$ cat config.mk
export PLATFORM = sky130hd
export DESIGN_NAME = serial_word_collector
export DESIGN_NICKNAME = d
export VERILOG_FILES = /design/src/rtl/serial_word_collector.sv
export SDC_FILE = /design/constraint.sdc
export NUM_CORES = 1
export LEC_CHECK = 0
export CORE_UTILIZATION = 45
export DETAILED_ROUTE_END_ITERATION = 10
export PLACE_DENSITY = 0.68
export SYNTH_ARGS = -nofsm -noshare
export SYNTH_HDL_FRONTEND = slang
export SYNTH_SLANG_ARGS = --single-unit
$ cat constraint.sdc
create_clock -name clk -period 4.4 [get_ports clk]
set_input_delay 1.32 -clock clk [delete_from_list [all_inputs] [get_ports clk]]
set_output_delay 1.32 -clock clk [all_outputs]
set_load 0.02 [all_outputs]
$ cat src/rtl/serial_word_collector.sv
// Serial-to-parallel word collector with show-ahead FIFO and valid/ready output.
// Optional macro PARITY_EN adds a trailing even-parity bit per word.
//
// Ports:
//   clk, reset      clock (rising edge) and async active-high reset
//   sync            restart frame, drop partial word
//   bit_valid       bit_in is qualified this cycle
//   bit_in          serial data bit
//   msb_first       bit order, latched on the first bit of each word
//   word_valid      FIFO head valid
//   word_data       FIFO head word, 0 when empty
//   word_ready      consumer accepts head
//   fifo_count      number of stored words
//   overflow        sticky dropped-word flag
//   clear_ovf       clear overflow
//   parity_err      one-cycle pulse on parity mismatch (PARITY_EN only)
module serial_word_collector #(
  parameter int WIDTH = 4,
  parameter int DEPTH = 4
) (
  input  logic                     clk,
  input  logic                     reset,
  input  logic                     sync,
  input  logic                     bit_valid,
  input  logic                     bit_in,
  input  logic                     msb_first,
  output logic                     word_valid,
  output logic [WIDTH-1:0]         word_data,
  input  logic                     word_ready,
  output logic [$clog2(DEPTH):0]   fifo_count,
  output logic                     overflow,
  input  logic                     clear_ovf,
  output logic                     parity_err
);

  localparam int CW = (WIDTH > 2) ? $clog2(WIDTH) : 1;
  localparam int AW = $clog2(DEPTH);
  localparam logic [CW-1:0] LAST  = CW'(WIDTH - 1);
  localparam logic [CW-1:0] CONE  = CW'(1);
  localparam logic [AW:0]   FULL  = (AW+1)'(DEPTH);
  localparam logic [AW:0]   FONE  = (AW+1)'(1);
  localparam logic [AW-1:0] PONE  = AW'(1);

`ifdef PARITY_EN
  typedef enum logic [1:0] {IDLE, COLLECT, PARITY} state_t;
`else
  typedef enum logic [1:0] {IDLE, COLLECT} state_t;
`endif

  state_t            state_q, state_d;
  logic [CW-1:0]     cnt_q, cnt_d;
  logic [WIDTH-1:0]  asm_q, asm_d;
  logic              dir_q, dir_d;
  logic [AW-1:0]     rd_q, wr_q;
  logic [AW:0]       fcnt_q;
  logic              ovf_q;
  logic [WIDTH-1:0]  mem_q [DEPTH];

  logic              dir;
  logic [WIDTH-1:0]  shifted;
  logic [WIDTH-1:0]  push_word;
  logic              push;
  logic              pop;
  logic              full;
  logic              wr_en;
  logic              drop;

  // First bit of a word uses the live msb_first; later bits the latched one.
  assign dir     = (state_q == IDLE) ? msb_first : dir_q;
  assign shifted = dir ? {asm_q[WIDTH-2:0], bit_in}
                       : {bit_in, asm_q[WIDTH-1:1]};

`ifdef PARITY_EN
  logic perr_q, perr_d;
  assign push_word  = asm_q;
  assign parity_err = perr_q;
`else
  assign push_word  = shifted;
  assign parity_err = 1'b0;
`endif

  always_comb begin
    state_d = state_q;
    cnt_d   = cnt_q;
    asm_d   = asm_q;
    dir_d   = dir_q;
    push    = 1'b0;
`ifdef PARITY_EN
    perr_d  = 1'b0;
`endif
    if (sync) begin
      state_d = IDLE;
      cnt_d   = '0;
    end else if (bit_valid) begin
      unique case (state_q)
        IDLE: begin
          dir_d   = msb_first;
          asm_d   = shifted;
          cnt_d   = CONE;
          state_d = COLLECT;
        end
        COLLECT: begin
          asm_d = shifted;
          if (cnt_q == LAST) begin
            cnt_d   = '0;
`ifdef PARITY_EN
            state_d = PARITY;
`else
            push    = 1'b1;
            state_d = IDLE;
`endif
          end else begin
            cnt_d = cnt_q + CONE;
          end
        end
`ifdef PARITY_EN
        PARITY: begin
          state_d = IDLE;
          if (^{asm_q, bit_in}) perr_d = 1'b1;
          else                  push   = 1'b1;
        end
`endif
        default: begin
          state_d = IDLE;
          cnt_d   = '0;
        end
      endcase
    end
  end

  assign word_valid = (fcnt_q != '0);
  assign word_data  = word_valid ? mem_q[rd_q] : '0;
  assign fifo_count = fcnt_q;
  assign overflow   = ovf_q;

  assign pop   = word_valid && word_ready;
  assign full  = (fcnt_q == FULL);
  // A pop frees the slot, so a push into a full FIFO still lands.
  assign wr_en = push && (!full || pop);
  assign drop  = push && full && !pop;

  always_ff @(posedge clk or posedge reset) begin
    if (reset) begin
      state_q <= IDLE;
      cnt_q   <= '0;
      asm_q   <= '0;
      dir_q   <= 1'b0;
      rd_q    <= '0;
      wr_q    <= '0;
      fcnt_q  <= '0;
      ovf_q   <= 1'b0;
`ifdef PARITY_EN
      perr_q  <= 1'b0;
`endif
    end else begin
      state_q <= state_d;
      cnt_q   <= cnt_d;
      asm_q   <= asm_d;
      dir_q   <= dir_d;
`ifdef PARITY_EN
      perr_q  <= perr_d;
`endif
      if (wr_en) wr_q <= wr_q + PONE;
      if (pop)   rd_q <= rd_q + PONE;
      if (wr_en && !pop)      fcnt_q <= fcnt_q + FONE;
      else if (!wr_en && pop) fcnt_q <= fcnt_q - FONE;
      // A new drop wins over a same-cycle clear.
      ovf_q <= drop || (ovf_q && !clear_ovf);
    end
  end

  always_ff @(posedge clk) begin
    if (wr_en) mem_q[wr_q] <= push_word;
  end

endmodule
==> impl_metrics.tcl, run 1 <==
set metrics [dict create \
    grt_pass1_wl_um 3781 \
    worstMarginPinSlew_ns 0.6366 \
    syn2layout_area_growth_pct 16.27 \
    ctsHoldBuffers 0 \
    min_from "dir_q" \
    max-vdd-ir-drop_mv 0.1989 \
    drc 0 \
    antenna_left 0 \
    fillers 259 \
    cts_tree "built" \
    finalWirelength_um 2257 \
    track_usage_pct 15.93 \
    synth_seq_area_share_pct 60.27 \
    final.min_clock_period_ns 3.401 \
    drtIter0Drc 19 \
    root_buffer "clkbuf_4" \
    fin_crit_sh_pct 77.30 \
    num_rows 20 \
    postCtsSetupBuffers 0 \
    wl_per_cell_um 13.93 \
    grt_overflow 0 \
    num_vias 795 \
    insertion_delay_ns 0.32 \
    holdPathEnd "dir_q" \
    setup_viol 0 \
    avgSynthCellArea_um2 14.91 \
    place_congestion 0.7204 \
    timing.rr.start "fifo_count[0]" \
    place_ws_ns 0.7388 \
    die_w_um 58.99 \
    numPortBuffers 16 \
    synthCells 98 \
    power.density_nw_per_um2 536.6 \
    clock-skew-final_ns 0.004957 \
    synth_cell_types 29 \
    drv_slew 0 \
    postCtsResizedCells 0 \
    worst_slack_ns 0.9987 \
    status "completed" \
    diodes 0 \
    fin_tns_setup_ns 0 \
    synth_top_cell_area_share_pct 32.88 \
    fp.coreArea_um2 3078 \
    initial_utilization_pct 47.48 \
    hp-class "register to register" \
    syn_area_um2 1461 \
    die_area_um2 3479 \
    synth.area.top_cells "edfxtp_1, dfrtp_1, mux2_2, mux4_2, ha_1" \
    clock_path_buffers 2 \
    die_y_um 58.99 \
    cts_buffers 5 \
    dp_hpwl_um 1684 \
    synth_nets 113 \
    ios 18 \
    r2r_end "fifo_count[1]" \
    relSlewSlack_pct 57.51 \
    mostFrequentLayoutCells "dfrtp_1, clkdlybuf4s50_1, edfxtp_1, mux2_2, ha_1" \
    synth_seq_cells 32 \
    ff2ff_setup_slack_ns 2.05 \
    r2r_cells 6 \
    worstPathArrival_ns 2.08 \
    final-hold-violation-count 0 \
    final_cells 162 \
    nNetsFinal 132 \
    viasPerCell 4.907 \
    max_freq_ghz 0.2940 \
    synth_fa_ha_area_share_pct 6.507 \
    yosys.area_share.xor_xnor_pct 3.596 \
    drive_gt1_share_pct 20.34 \
    final_core_util_pct 55.20 \
    synth_top_family_by_area "multiplexers" \
    start_kind "register" \
    grt_max_degree 17 \
    grt_setup_unrepaired "false" \
    clk_pin_slew_worst_paths_ns 0.09 \
    yosys.area.top_type "edfxtp_1" \
    cts.sinks 32 \
    antenna_found_initial 0 \
    cap_violations 0 \
    cp.required_ns 3.08 \
    synth_compound_area_share_pct 2.312 \
    end_kind "primary output" \
    critPathKind "register to primary output" \
    synthSimpleGateAreaFrac_pct 9.161 \
    yosysWarnings 0 \
    place_inst 154 \
    grt_pass1_vias 815 \
    worstHoldPathCells 2 \
    cts_max_level 2 \
    crit_fanout 6 \
    synthMuxAreaShare_pct 14.81 \
    p_leak_nw 0.6530 \
    first_pass_iters 4 \
]
power by group:
part	total (W)	internal [W]	leakage, nW	switching, W
registers	0.000434	0.000378	0.340	0.0000564
logic	0.000325	0.000183	0.286	0.000142
clock network	0.000153	0.0000614	0.0269	0.0000914
state kept, by name, summed over array words and instances, names as in the netlist:
name and cells:
cnt_q 2, rd_q 2, overflow 1, state_q 1, wr_q 2, asm_q 4, mem_q 16, fifo_count 3
dir_q 1
worst max-delay path by stage:
stage | slack [ns] | to | start
after floorplan | 1.30 | fifo_count[1] | word_ready
after global placement | 0.78 | fifo_count[1] | word_ready
after detailed placement | 0.74 | fifo_count[2] | bit_valid
after CTS | 0.94 | word_data[3] | rd_q[0]
after global routing | 0.86 | word_data[0] | rd_q[0]
final | 1.0 | word_data[0] | rd_q[0]
stage by stage:
step / hold slack, ns / total power, W / instance area [µm²]
5_1_grt: 0.5181 / 0.0009714 / 1699
6_report: 0.4993 / 0.0009117 / 1699
4_1_cts: 0.5105 / 0.0009225 / 1699
3_3_place_gp: 0.4663 / 0.0007597 / 1650
2_1_floorplan: 0.4496 / 0.0006440 / 1461
3_5_place_dp: 0.4839 / 0.0007690 / 1650
cells in the mapped netlist:
cell type,n
fa_1,1
nor2b_1,1
nor2_1,3
inv_1,5
and2_1,4
nand3_1,3
clkbuf_1,2
o22ai_1,1
nand2b_1,2
xor2_1,2
ha_1,6
nand2_1,2
mux2_4,1
a21oi_1,1
buf_6,1
conb_1,1
or4b_1,1
edfxtp_1,16
o211ai_1,1
xnor2_1,4
mux2_2,9
and2_2,4
mux4_2,4
o21ai_0,3
mux2i_1,1
dfrtp_1,16
or3_2,1
buf_4,1
nand4b_1,1
critical path, cell delays in order, from the launching register on:
cell             delay [ns]
dfrtp_1                0.54
mux4_2                 0.54
and2_1                 0.16
clkdlybuf4s50_1        0.53
layer usage:
metal  GRT usage, %  up-vias  part of all wire [%]
li1               -      386                     -
met1          18.42      390                    48
met2          25.65       14                    47
met3          6.769        5                   3.2
met4          7.483        0                   1.6
met5              0        -                     0
logic make-up after synthesis:
family	Yosys count
compound gates	6
xor+xnor	6
fa+ha+maj	7
buf+inv	9
flops	32
mux	15
other cells	1
simple gates	22
final cells by class:
class	instances	area, µm²	share of cell area [%]
Sequential cell	32	880.8	51.84
Multi-Input combinational cell	57	535.5	31.52
Timing Repair Buffer	16	160.2	9.426
Tap cell	44	55.05	3.240
Clock buffer	7	45.04	2.651
Inverter	5	18.77	1.105
Clock inverter	1	3.754	0.2209
No activity file was read; power rests on OpenSTA's default activity.
==> inputs of run 2 (changes only) <==
==> constraint.sdc (replaced) <==
create_clock -name clk -period 3.5 [get_ports clk]
set_input_delay 1.05 -clock clk [delete_from_list [all_inputs] [get_ports clk]]
set_output_delay 1.05 -clock clk [all_outputs]
set_load 0.02 [all_outputs]
==> impl_metrics.tcl, run 2 (synthesis results as in run 1) <==
set metrics [dict create \
    max_flop_register "mem_q" \
    final.min_clock_period_ns 3.147 \
    met2_usage_pct 24.68 \
    post_dp_cell_area_um2 1658 \
    cts_max_level 2 \
    antenna_left 0 \
    crit_fanout 6 \
    die_y_um 58.99 \
    worst-path-buf-inv 1 \
    end_kind "primary output" \
    ctsHoldBuffers 0 \
    drive_gt1_share_pct 21.85 \
    grt_max_degree 17 \
    antenna_found_initial 0 \
    worst_slack_ns 0.3528 \
    hp-class "register to register" \
    critPathKind "register to primary output" \
    finalWirelength_um 2120 \
    cts_tree "built" \
    cap_violations 0 \
    cts_buffers 5 \
    mostFrequentLayoutCells "dfrtp_1, clkdlybuf4s50_1, edfxtp_1, mux2_2, ha_1" \
    root_buffer "clkbuf_4" \
    die_area_um2 3479 \
    multiInputGateArea_um2 535.5 \
    drv_slew 0 \
    insertion_delay_ns 0.32 \
    die_w_um 58.99 \
    clk_pin_slew_worst_paths_ns 0.09 \
    syn2layout_area_growth_pct 17.47 \
    setup_viol 0 \
    cp_cell_sequence "mux4_2 > and2_1 > clkdlybuf4s50_1" \
    grt_overflow 0 \
    grt_pass1_wl_um 3822 \
    fp.coreArea_um2 3078 \
    initial_utilization_pct 47.48 \
    drc 0 \
    nNetsFinal 133 \
    num_vias 794 \
    place_ws_ns 0.2662 \
    viasPerCell 4.871 \
    diodes 0 \
    final_cells 163 \
    clock-skew-final_ns 0.006277 \
    cts.sinks 32 \
    final_area_um2 1717 \
    p_leak_nw 0.6641 \
    wl_per_cell_um 13.01 \
    grt_busiest_layer "met2" \
    grt_pass1_vias 832 \
    grt_setup_unrepaired "false" \
    max-vdd-ir-drop_mv 0.3330 \
    dp_hpwl_um 1629 \
    cp.required_ns 2.45 \
    start_kind "register" \
    regArea_um2 880.8 \
    fin_crit_sh_pct 89.92 \
    track_usage_pct 15.79 \
    crit_family "flip-flops" \
    postCtsResizedCells 0 \
    status "completed" \
    use_met3_pct 7.205 \
    use_met1_pct 19.15 \
    drtIter0Drc 48 \
    fin_tns_setup_ns 0 \
    slowest_stage "dfrtp_1" \
    place_inst 155 \
    place_congestion 0.7034 \
    cpPeakStageDelay_ns 0.55 \
    ios 18 \
    worstPathArrival_ns 2.10 \
    numPortBuffers 16 \
    final-hold-violation-count 0 \
    worstMarginPinSlew_ns 0.6330 \
    postCtsSetupBuffers 0 \
    first_pass_iters 4 \
    max_freq_ghz 0.3177 \
    largest_reg_flops 16 \
    power.density_nw_per_um2 674.8 \
    relSlewSlack_pct 57.75 \
    num_rows 20 \
    fillers 260 \
    clock_path_buffers 2 \
]
## run 2: cell count changes in the layout (fill, tap and decap cells not counted), sizes merged
cell    change
clkinv      -1
buf         +1
clkbuf      +1
## run 2: path summary, 6_finish.rpt
kind	from	end	slack, ns	depth (start not counted)
max reg2reg	fifo_count[0]	fifo_count[2]	1.22	8
min	dir_q	dir_q	0.51	2
min reg2reg	dir_q	dir_q	0.51	2
max	rd_q[0]	word_data[2]	0.35	3
min in group asynchronous	reset	rd_q[1]	1.13	2
max in group asynchronous	reset	asm_q[0]	1.96	2
## run 2: cell type report
| class | count | share of cell area, % |
|---|---|---|
| inverter | 5 | 1.093 |
| clock buffer | 8 | 3.426 |
| tap | 44 | 3.207 |
| timing repair buffer | 17 | 9.767 |
| sequential | 32 | 51.31 |
| multi-input combinational | 57 | 31.20 |
## run 2: per-layer routing
| metal | part of all wire [%] | wire length (µm) |
|---|---|---|
| met1 | 46 | 978 |
| met2 | 48 | 1021 |
| met3 | 4.1 | 87 |
| met4 | 1.5 | 32 |
| met5 | 0 | 0 |
## run 2: worst register-to-register path, cell delays in order (launching register included)
cell     delay (ns)
dfrtp_1        0.45
or3_2          0.57
nand2_1        0.14
ha_1           0.19
inv_1          0.06
fa_1           0.37
xor2_1         0.15
nor2_1         0.11
xor2_1         0.16
## run 2: through the flow
step	power [W]	utilization [%]	hold slack (ns)
floorplan	0.0008096	-	0.4496
global placement	0.0009543	53.86	0.4656
detailed placement	0.0009645	53.86	0.4917
CTS	0.001176	55.77	0.5152
global route	0.001242	55.77	0.5408
finish	0.001158	55.77	0.5096
## run 2: report_power, final
part,internal (W),leakage (nW),switching (W),total [W]
sequential,0.000475,0.340,0.0000701,0.000545
clock,0.0000990,0.0326,0.000110,0.000209
combinational,0.000230,0.292,0.000175,0.000404
==> inputs of run 3 (changes only) <==
==> constraint.sdc (replaced) <==
create_clock -name clk -period 3.8 [get_ports clk]
set_input_delay 1.14 -clock clk [delete_from_list [all_inputs] [get_ports clk]]
set_output_delay 1.14 -clock clk [all_outputs]
set_load 0.02 [all_outputs]
==> results of run 3 <==
Same layout as run 1 (identical final DEF). Status: completed.
Among the figures that moved: setup slack after placement 0.7388 ns -> 0.3188 ns; setup slack after layout 0.9987 ns -> 0.5787 ns; register-to-register setup slack 2.05 ns -> 1.45 ns; total power 0.0009117 W -> 0.001056 W; worst IR drop on VDD 0.1989 mV -> 0.2303 mV
==> variant, RTL diff (flow settings as in run 2) <==
Set the parameter `WIDTH` to 8 (it was 4).
--- a/src/rtl/serial_word_collector.sv
+++ b/src/rtl/serial_word_collector.sv
@@ -15,7 +15,7 @@
 //   clear_ovf       clear overflow
 //   parity_err      one-cycle pulse on parity mismatch (PARITY_EN only)
 module serial_word_collector #(
-  parameter int WIDTH = 4,
+  parameter int WIDTH = 8,
   parameter int DEPTH = 4
 ) (
   input  logic                     clk,
Ports: changed (resized word_data); port bits go from 18 to 22. No check against the original RTL was run, so the function may have changed too.
==> variant against run 2 <==
  * Sequential cell count grew 21
  * Critical path depth is the same
  * Power grew 77%
  * Clock skew shrank 2.1 ps
  * Wire length grew 89%
  * Largest cell class unchanged
  * Setup slack lost 170 ps
  * Critical endpoint is now word_data[0]
  * Final area grew 62%
  * Synthesized area grew 64%
==> variant: results (changes against run 2) <==
- CP Max Fanout: 9 (+3)
- Combinational share of power: 35.1% (+0.2 points)
- Sequential share of the synthesized area: 62.2% (+1.9 points)
- Detailed Route WL: 4000 µm (+89%)
- Buffers on Ports: 20 (+4)
- GPL Wtd Cong: 0.694 (-1.4%)
- Logic power comb: 0.719 mW (+78%)
- Worst skew pair latency: 300 ps (-20 ps)
- Clock root cell: clkbuf_8
- Async S/R FF share, synth: 39.6% (-10 points)
- Worst EP arrival: 2270 ps (+170 ps)
- Vias/cell: 5.05 (+3.6%)
- Leakage: 1.07 nW (+62%)
- Slew HR: 45.9% (-12 points)
- Max Clock Skew: 4.22 ps (-2.06 ps)
- GRT Util Overall: 16.6% (+0.84 points)
- Number of synthesized flops with an enable pin: 32 (+16)
- Syn nets: 159 (+41%)
- Fillers: 430 (+65%)
- Vias in the first global route: 1294 (+56%)
- Top cells by count, synth: edfxtp_1, dfrtp_1, mux2_4, and2_1, mux4_2
- Post-DP HPWL: 2860 µm (+76%)
- Largest cells by area after synthesis: edfxtp_1, dfrtp_1, mux2_4, mux4_2, ha_1
- Outcome: completed
- Fraction of layout cells with a size suffix above 1: 23.2% (+1.4 points)
- First-pass GRT wire length: 6530 µm (+71%)
- CP peak stage delay: 700 ps (+150 ps)
- Clock share of power: 20.7% (+2.7 points)
- Final Net Count: 183 (+38%)
- Distinct cell type count after synthesis: 31 (+6.9%)
- Initial DRC count: 47 (-2.1%)
- Maximum vdd drop: 0.000270 V (-19%)
[variant: changes by cell type after synthesis, sizes merged, moves of 3 or more]
cell,change
mux4,+4
dfrtp,+5
buf,+3
and2,+4
mux2,+8
edfxtp,+16
[variant: per-layer routing]
metal,track usage (%),part of all wire [%],routed length [µm]
met5,0,0,0
met4,5.66,1.0,41
met3,3.75,3.3,131
met2,29.1,52,2070
met1,20.4,44,1760
[variant: stage by stage]
stage	worst slack (ps)	cells
finish	182	238
global route	33.9	238
CTS	116	238
detailed placement	214	230
global placement	348	230
floorplan	787	143
[variant: worst paths after layout]
kind                          startpoint  slack (ps)       endpoint  cells after the start
max                              rd_q[0]         180   word_data[0]                      3
min                             asm_q[0]         540       asm_q[0]                      1
max reg2reg                fifo_count[0]        1170  fifo_count[2]                      8
min reg2reg                     asm_q[0]         540       asm_q[0]                      1
max in group asynchronous          reset        1800        rd_q[0]                      2
min in group asynchronous          reset        1200       overflow                      2
[variant: cells by family (layout without fill, tap and decap cells)]
kind of cell             Yosys count  count (layout)  synth area share [%]
other                              1               1                 0.157
buffers and inverters             12              37                  2.51
flip-flops                        53              53                  62.2
multiplexers                      28              28                  19.9
XOR/XNOR                           6               6                  2.20
adder cells (fa/ha/maj)            8               8                  4.50
AND/OR/NAND/NOR                   29              29                  7.22
AO/OA/AOI/OAI                      6               6                  1.36
[variant: worst register-to-register path: stages, from the launching register on]
cell	delay (ps)
dfrtp_1	460
or3_1	540
nand2_1	180
ha_1	200
inv_1	60
fa_1	370
xor2_1	150
nor2_1	110
xor2_1	190
[variant: final cells by class]
class,count,area (µm²),area share (%)
flip-flops and latches,53,1490,53.4
multi-input cells,78,845,30.3
repair buffers,24,230,8.27
well taps,70,87.6,3.15
clock buffers,7,86.3,3.10
clock inverters,1,30.0,1.08
inverters,5,18.8,0.674
